`config.mk`:
```
export PLATFORM = sky130hd
export DESIGN_NAME = ob_mk_table_sched_flat
export DESIGN_NICKNAME = d
export VERILOG_FILES = /design/src/rtl/ob_mk_table_sched_if.sv /design/src/rtl/ob_mk_table_sched.sv /design/src/flat_wrapper.sv
export SDC_FILE = /design/constraint.sdc
export NUM_CORES = 1
export LEC_CHECK = 0
export CORE_AREA = 5 5 120 122
export DETAILED_ROUTE_END_ITERATION = 16
export DIE_AREA = 0 0 125 127
export DONT_BUFFER_PORTS = 1
export GPL_TIMING_DRIVEN = 1
export PLACE_DENSITY = 0.48
export SLEW_MARGIN = 40
export SYNTH_ARGS = -nofsm -noshare
export SYNTH_HDL_FRONTEND = slang
export SYNTH_SLANG_ARGS = --single-unit
```
`constraint.sdc`:
```
create_clock -name clk -period 2.1 [get_ports clk]
set_input_delay 0.42 -clock clk [delete_from_list [all_inputs] [get_ports clk]]
set_output_delay 0.42 -clock clk [all_outputs]
set_load 0.01 [all_outputs]
```
`src/rtl/ob_mk_table_sched_if.sv`:
```
// ============================================================================
//  ob_mk_table_sched_if
//  Requester-side bundle of the book-side table scheduler: head ops from the
//  match engine, cancels and tail inserts from command ingress, and the
//  registered cancel response.
//  Rev 1.0 - initial release
// ============================================================================
`default_nettype none

interface ob_mk_table_sched_if #(
  parameter int UID_W = 8,
  parameter int TBL_W = 40
);
  // Head op channel (match engine)
  logic             hd_req_vld;
  logic [1:0]       hd_req_op;
  logic [TBL_W-1:0] hd_req_tbl;
  logic             hd_req_rdy;
  // Cancel channel (command ingress)
  logic             cn_req_vld;
  logic [UID_W-1:0] cn_req_uid;
  logic             cn_req_rdy;
  // Tail insert channel (command ingress)
  logic             in_req_vld;
  logic [TBL_W-1:0] in_req_tbl;
  logic             in_req_rdy;
  // Cancel response
  logic             cn_rsp_vld;
  logic             cn_rsp_hit;
  logic [TBL_W-1:0] cn_rsp_tbl;

  modport master (
    output hd_req_vld, hd_req_op, hd_req_tbl,
    output cn_req_vld, cn_req_uid,
    output in_req_vld, in_req_tbl,
    input  hd_req_rdy, cn_req_rdy, in_req_rdy,
    input  cn_rsp_vld, cn_rsp_hit, cn_rsp_tbl
  );

  modport slave (
    input  hd_req_vld, hd_req_op, hd_req_tbl,
    input  cn_req_vld, cn_req_uid,
    input  in_req_vld, in_req_tbl,
    output hd_req_rdy, cn_req_rdy, in_req_rdy,
    output cn_rsp_vld, cn_rsp_hit, cn_rsp_tbl
  );
endinterface

`default_nettype wire

```
`src/rtl/ob_mk_table_sched.sv`:
```
// ============================================================================
//  ob_mk_table_sched
//  Single-port scheduler in front of one order-book table (one side).
//  Grants at most one table modification per cycle (head > cancel > insert,
//  with an anti-starvation override for inserts), gates ops on the registered
//  full/empty status, returns registered cancel responses and runs a flush
//  sequence that pops the table until empty.
//  Rev 1.0 - initial release
// ============================================================================
`default_nettype none

module ob_mk_table_sched #(
  parameter int STARVE_MAX = 8,   // legal range 1..255
  parameter int UID_W      = 8,
  parameter int TBL_W      = 40   // uid occupies the top UID_W bits
) (
  input  logic                clk,
  input  logic                rst,
  ob_mk_table_sched_if.slave  req,
  input  logic                flush_req_i,
  output logic                flush_busy_o,
  output logic                flush_done_o,
  output logic                head_pop_o,
  output logic                head_push_o,
  output logic [TBL_W-1:0]    head_push_tbl_o,
  output logic                head_upt_o,
  output logic [TBL_W-1:0]    head_upt_tbl_o,
  output logic                insert_o,
  output logic [TBL_W-1:0]    insert_tbl_o,
  output logic                cancel_o,
  output logic [UID_W-1:0]    cancel_uid_o,
  input  logic                cancel_hit_w_i,
  input  logic [TBL_W-1:0]    cancel_hit_tbl_w_i,
  input  logic                full_w_i,
  input  logic                empty_w_i
);

  localparam logic [1:0] OP_POP     = 2'd0;
  localparam logic [1:0] OP_PUSH    = 2'd1;
  localparam logic [1:0] OP_UPT     = 2'd2;
  localparam logic [7:0] STARVE_LIM = STARVE_MAX[7:0];

  typedef enum logic [1:0] {
    S_RUN   = 2'd0,
    S_FLUSH = 2'd1,
    S_DONE  = 2'd2
  } state_t;

  state_t           state_q, state_d;
  logic             full_q, empty_q;
  logic [7:0]       starve_q, starve_d;
  logic             rsp_vld_q, rsp_hit_q;
  logic [TBL_W-1:0] rsp_tbl_q;

  logic hd_elig, in_elig;
  logic gnt_hd, gnt_cn, gnt_in;
  logic flush_pop, flush_done;
  logic live;

  // Head eligibility depends on the op: pop/update need entries, push needs room
  always_comb begin
    hd_elig = 1'b0;
    case (req.hd_req_op)
      OP_POP, OP_UPT: hd_elig = req.hd_req_vld && !empty_q;
      OP_PUSH:        hd_elig = req.hd_req_vld && !full_q;
      default:        hd_elig = 1'b0;   // reserved op is never granted
    endcase
  end

  assign in_elig = req.in_req_vld && !full_q;

  // FSM next state plus RUN-state arbitration; one grant at most per cycle
  always_comb begin
    state_d    = state_q;
    gnt_hd     = 1'b0;
    gnt_cn     = 1'b0;
    gnt_in     = 1'b0;
    flush_pop  = 1'b0;
    flush_done = 1'b0;
    case (state_q)
      S_RUN: begin
        if (starve_q == STARVE_LIM && in_elig) gnt_in = 1'b1;
        else if (hd_elig)                      gnt_hd = 1'b1;
        else if (req.cn_req_vld)               gnt_cn = 1'b1;
        else if (in_elig)                      gnt_in = 1'b1;
        // the grant above still completes in the cycle the flush starts
        if (flush_req_i) state_d = S_FLUSH;
      end
      S_FLUSH: begin
        flush_pop = !empty_q;
        if (empty_q) state_d = S_DONE;
      end
      S_DONE: begin
        flush_done = 1'b1;
        state_d    = S_RUN;
      end
      default: state_d = S_RUN;
    endcase
  end

  // Insert starvation counter: counts lost arbitrations of an eligible insert
  always_comb begin
    starve_d = starve_q;
    if (!req.in_req_vld || gnt_in)
      starve_d = '0;
    else if (state_q == S_RUN && in_elig && starve_q != STARVE_LIM)
      starve_d = starve_q + 8'd1;
  end

  // Every handshake and table pin is forced low while reset is asserted
  assign live = !rst;

  assign req.hd_req_rdy = live && gnt_hd;
  assign req.cn_req_rdy = live && gnt_cn;
  assign req.in_req_rdy = live && gnt_in;

  assign head_pop_o      = live && ((gnt_hd && req.hd_req_op == OP_POP) || flush_pop);
  assign head_push_o     = live && gnt_hd && req.hd_req_op == OP_PUSH;
  assign head_upt_o      = live && gnt_hd && req.hd_req_op == OP_UPT;
  assign insert_o        = live && gnt_in;
  assign cancel_o        = live && gnt_cn;
  assign head_push_tbl_o = head_push_o ? req.hd_req_tbl : '0;
  assign head_upt_tbl_o  = head_upt_o  ? req.hd_req_tbl : '0;
  assign insert_tbl_o    = insert_o    ? req.in_req_tbl : '0;
  assign cancel_uid_o    = cancel_o    ? req.cn_req_uid : '0;

  assign flush_busy_o = (state_q != S_RUN);
  assign flush_done_o = live && flush_done;

  assign req.cn_rsp_vld = rsp_vld_q;
  assign req.cn_rsp_hit = rsp_hit_q;
  assign req.cn_rsp_tbl = rsp_tbl_q;

  // State, table status mirror and starvation counter
  always_ff @(posedge clk or posedge rst) begin
    if (rst) begin
      state_q  <= S_RUN;
      full_q   <= 1'b0;
      empty_q  <= 1'b1;
      starve_q <= '0;
    end else begin
      state_q  <= state_d;
      full_q   <= full_w_i;
      empty_q  <= empty_w_i;
      starve_q <= starve_d;
    end
  end

  // Cancel response captured from the table one cycle after the grant
  always_ff @(posedge clk or posedge rst) begin
    if (rst) begin
      rsp_vld_q <= 1'b0;
      rsp_hit_q <= 1'b0;
      rsp_tbl_q <= '0;
    end else begin
      rsp_vld_q <= gnt_cn;
      rsp_hit_q <= gnt_cn && cancel_hit_w_i;
      rsp_tbl_q <= (gnt_cn && cancel_hit_w_i) ? cancel_hit_tbl_w_i : '0;
    end
  end

endmodule

`default_nettype wire

```
`src/flat_wrapper.sv`:
```
// flat-port wrapper written by rule: the top's interface ports become plain ports
module ob_mk_table_sched_flat 
#(
  parameter int STARVE_MAX = 8,                        
  parameter int UID_W      = 8,
  parameter int TBL_W      = 40                                     
)
  (clk, rst, flush_req_i, flush_busy_o, flush_done_o, head_pop_o, head_push_o, head_push_tbl_o, head_upt_o, head_upt_tbl_o, insert_o, insert_tbl_o, cancel_o, cancel_uid_o, cancel_hit_w_i, cancel_hit_tbl_w_i, full_w_i, empty_w_i, req_hd_req_vld, req_hd_req_op, req_hd_req_tbl, req_cn_req_vld, req_cn_req_uid, req_in_req_vld, req_in_req_tbl, req_hd_req_rdy, req_cn_req_rdy, req_in_req_rdy, req_cn_rsp_vld, req_cn_rsp_hit, req_cn_rsp_tbl);
  ob_mk_table_sched_if #(.UID_W(UID_W), .TBL_W(TBL_W)) req_i ();
  input  logic clk;
  input  logic rst;
  input  logic flush_req_i;
  output logic flush_busy_o;
  output logic flush_done_o;
  output logic head_pop_o;
  output logic head_push_o;
  output logic [TBL_W-1:0] head_push_tbl_o;
  output logic head_upt_o;
  output logic [TBL_W-1:0] head_upt_tbl_o;
  output logic insert_o;
  output logic [TBL_W-1:0] insert_tbl_o;
  output logic cancel_o;
  output logic [UID_W-1:0] cancel_uid_o;
  input  logic cancel_hit_w_i;
  input  logic [TBL_W-1:0] cancel_hit_tbl_w_i;
  input  logic full_w_i;
  input  logic empty_w_i;
  input wire logic [$bits(req_i.hd_req_vld)-1:0] req_hd_req_vld;
  input wire logic [$bits(req_i.hd_req_op)-1:0] req_hd_req_op;
  input wire logic [$bits(req_i.hd_req_tbl)-1:0] req_hd_req_tbl;
  input wire logic [$bits(req_i.cn_req_vld)-1:0] req_cn_req_vld;
  input wire logic [$bits(req_i.cn_req_uid)-1:0] req_cn_req_uid;
  input wire logic [$bits(req_i.in_req_vld)-1:0] req_in_req_vld;
  input wire logic [$bits(req_i.in_req_tbl)-1:0] req_in_req_tbl;
  output wire logic [$bits(req_i.hd_req_rdy)-1:0] req_hd_req_rdy;
  output wire logic [$bits(req_i.cn_req_rdy)-1:0] req_cn_req_rdy;
  output wire logic [$bits(req_i.in_req_rdy)-1:0] req_in_req_rdy;
  output wire logic [$bits(req_i.cn_rsp_vld)-1:0] req_cn_rsp_vld;
  output wire logic [$bits(req_i.cn_rsp_hit)-1:0] req_cn_rsp_hit;
  output wire logic [$bits(req_i.cn_rsp_tbl)-1:0] req_cn_rsp_tbl;
  assign req_i.hd_req_vld = req_hd_req_vld;
  assign req_i.hd_req_op = req_hd_req_op;
  assign req_i.hd_req_tbl = req_hd_req_tbl;
  assign req_i.cn_req_vld = req_cn_req_vld;
  assign req_i.cn_req_uid = req_cn_req_uid;
  assign req_i.in_req_vld = req_in_req_vld;
  assign req_i.in_req_tbl = req_in_req_tbl;
  assign req_hd_req_rdy = req_i.hd_req_rdy;
  assign req_cn_req_rdy = req_i.cn_req_rdy;
  assign req_in_req_rdy = req_i.in_req_rdy;
  assign req_cn_rsp_vld = req_i.cn_rsp_vld;
  assign req_cn_rsp_hit = req_i.cn_rsp_hit;
  assign req_cn_rsp_tbl = req_i.cn_rsp_tbl;
  ob_mk_table_sched #(.STARVE_MAX(STARVE_MAX), .UID_W(UID_W), .TBL_W(TBL_W)) u_core (.clk(clk), .rst(rst), .req(req_i), .flush_req_i(flush_req_i), .flush_busy_o(flush_busy_o), .flush_done_o(flush_done_o), .head_pop_o(head_pop_o), .head_push_o(head_push_o), .head_push_tbl_o(head_push_tbl_o), .head_upt_o(head_upt_o), .head_upt_tbl_o(head_upt_tbl_o), .insert_o(insert_o), .insert_tbl_o(insert_tbl_o), .cancel_o(cancel_o), .cancel_uid_o(cancel_uid_o), .cancel_hit_w_i(cancel_hit_w_i), .cancel_hit_tbl_w_i(cancel_hit_tbl_w_i), .full_w_i(full_w_i), .empty_w_i(empty_w_i));
endmodule
```
==> results of run 1 <==
## timing repair
action | in CTS | in global routing
setup buffers | 4 | 2
hold buffers | 0 | 0
pin swaps | 37 | 15
cloned | 3 | 6
resized for setup | 47 | 30
endpoints found under the setup margin | 136 | 136
## cell families (layout without fill, tap and decap cells)
logic type,count (synthesis),in the layout
fa+ha+maj,2,2
buf+inv,26,57
flops,54,54
xor+xnor,6,6
simple gates,210,210
mux,1,1
compound gates,8,8
other cells,0,7
## how the worst max path moves through the flow
stage / to / slack, ps / cells past startpoint
after floorplan: head_push_tbl_o[30] / -90 / 8
final: head_push_tbl_o[34] / -370 / 7
after global routing: head_push_tbl_o[27] / -490 / 7
after CTS: head_push_tbl_o[8] / -380 / 7
after global placement: cancel_uid_o[7] / -90 / 8
after detailed placement: cancel_uid_o[7] / -120 / 8
## routing by layer
metal  share of wire [%]  up-vias  GRT usage, %
met2                  52      176          22.1
met1                  34     1155          13.8
met3                  11       14          5.34
met4                 2.6        0          5.29
li1                    -     1028             -
met5                   0        -             0
## cells in the mapped netlist, types with 2 or more instances
library cell	instances	area (um^2)
a21oi_1	3	15.0
and2_1	168	1050
and3_1	2	12.5
buf_2	12	60.1
buf_4	3	22.5
clkbuf_1	4	15.0
dfrtp_1	53	1330
ha_1	2	25.0
inv_1	7	26.3
nand2_1	3	11.3
nand3_1	2	10.0
nand4_1	3	18.8
nor2_1	12	45.0
nor3_1	4	20.0
nor3b_1	3	22.5
nor4b_4	3	71.3
xnor2_1	4	35.0
xor2_1	2	17.5
## where the power goes
group | internal [mW] | switching (mW) | total (mW)
clock network | 0.563 | 0.358 | 0.921
logic | 0.179 | 0.200 | 0.379
registers | 1.10 | 0.0547 | 1.15
## registers in the layout, summed over array words and instances, names as in the netlist
register               cells
u_core.state_q             2
u_core.empty_q             1
u_core.full_q              1
u_core.req.cn_rsp_tbl     40
u_core.req.cn_rsp_hit      1
u_core.req.cn_rsp_vld      1
u_core.starve_q            8
## placed cells by master, fill, tap and decap left out, types with 2 or more instances in the layout
master,count
and3_1,2
diode_2,7
inv_1,6
nor2_1,11
clkbuf_16,9
xor2_1,2
clkinvlp_4,2
and2_1,97
nor4b_4,4
nor3b_1,2
dfrtp_1,53
buf_6,4
nand2_1,2
xnor2_1,4
buf_4,26
a21oi_1,2
buf_8,2
buf_12,5
nand3_1,2
nand4_1,3
and2_4,70
nor3_1,4
## layout make-up
cell class,instances,area [um^2]
Multi-Input combinational cell,227,1770
Inverter,7,30.0
Tap cell,176,220
Clock buffer,6,129
Antenna cell,7,17.5
Fill cell,1318,9030
Timing Repair Buffer,42,498
Clock inverter,2,37.5
Sequential cell,54,1350
## per-stage QoR
stage                     setup slack (ps)  total power [mW]  utilization (%)
after floorplan                      -90.7              1.38                -
after global placement               -92.6              1.49             26.4
after detailed placement              -118              1.49             26.4
after CTS                             -383              2.47             29.5
after global routing                  -485              2.59             30.9
final                                 -368              2.45             31.0
## worst register-to-register path, cell delays in order, from the launching register on
cell     delay, ps
dfrtp_1        350
inv_1           50
ha_2           170
nor4b_4        130
and4b_2        290
buf_6          150
nor4b_4        310
buf_12         210
and2_1         180
==> out/metrics.yaml, run 1 <==
viasPerCell: 4.55
syn_nets: 448
yosys_register_bits: 54
irDropWorstVdd_mv: 0.403
antenna_found_initial: 3
worstHoldStart: "empty_w_i"
netlist_instances: 307
synth_top_family_by_area: "simple AND/OR/NAND/NOR gates"
post-dp-hpwl_mm: 9.12
crit_path_start: "u_core.starve_q[1]$_DFFE_PP0P_"
slew_viol_final: 0
drt-initial-drc-count: 39
finalSetupTns_ps: -39920
path_class: "reg -> out"
fp.dieH_um: 127
synth-xor-area-share_pct: 1.75
worstHoldPathCells: 0
rows: 42
drcViolationCount: 0
reg2reg_from: "u_core.starve_q[1]$_DFFE_PP0P_"
grt_pass1_vias: 2457
worstPathCellList: "inv_1, ha_2, nor4b_4, and4b_2, nor4b_4, buf_12, and2_1"
slew_headroom_pct: 55.3
yosysSeqAreaShare_pct: 45.0
clockRootBuffer: "clkbuf_16"
placed_area_mm2: 0.00345
antenna_left: 0
cp_max_fo: 41
yosysUniqueCellTypes: 35
finalSetupViolCount: 135
place.gp.congestion: 0.788
cts_tree: "built"
synth-edff-count: 0
grt_pass1_wl_mm: 15.7
crit_path_max_incr_delay_ps: 350
grt_usage_pct: 12.8
cts.path.max_buffers: 2
hold_path.class: "in -> reg"
grt_max_degree: 55
fmax_mhz: 405
cp-start-kind: "flop"
setup_ws_ps: -368
violations: "setup timing"
rsz0062_at_grt: "yes"
final_area_mm2: 0.00405
maxCapViolCount: 0
worstPathArrival_ps: 2050
final.period_utilization_pct: 118
clock_sinks: 54
vias: 2373
hold_viol: 0
cellPowerDensity_mw_per_mm2: 606
min_to: "u_core.empty_q$_DFF_PP1_"
clk_pin_slew_ps: 70
outcome: "finished, violations left"
htree_levels: 2
synth-compound-area-share_pct: 2.00
drt_wl_total_mm: 11.4
area_delta_synth_final_pct: 34.9
core-area_mm2: 0.0131
synthAdderAreaFrac_pct: 0.833
fin_skew_ps: 2.72
crit_family: "simple AND/OR/NAND/NOR gates"
dieArea_mm2: 0.0159
critPathSlowestCell: "dfrtp_1"
initial_core_util_pct: 23.0
critPathBufInv: 2
synthSimpleGateAreaFrac_pct: 45.9
final_cells: 521
placed_cells: 493
tightest_slew_ps: 670
fp.dieW_um: 125
cp.required_ps: 1680
cts_buffers: 5
syn_area_per_cell_um2: 9.79
r2r_setup_slack_ps: 200
wl_per_cell_um: 21.8
synth_ff_type: "dfrtp_1"
io_buffers: 0
r2r_cells: 8
nets: 478
crit_top_cell: "nor4b_4"
fin_hold_ws_ps: 122
firstDrtPassIters: 4
reg2reg_to: "u_core.req.cn_rsp_tbl[14]$_DFF_PP0_"
drive_above_1_share_pct: 41.1
yosys-mux-area-fraction_pct: 0.333
end_kind: "primary output"
ios: 319
ys.warnings.count: 0
synthArstFlopShare_pct: 100
overflow: 0
clock_latency_ps: 290
fin_crit_ps: 2470
power_leakage_nw: 1.88
syn_area_mm2: 0.00300
Power figures use the tool's default switching activity.
==> run 2: changes to the inputs <==
HOLD_SLACK_MARGIN = 0.06   (was not set)
==> results of run 2 <==
Final layout, timing and power as in run 1 (identical DEF).
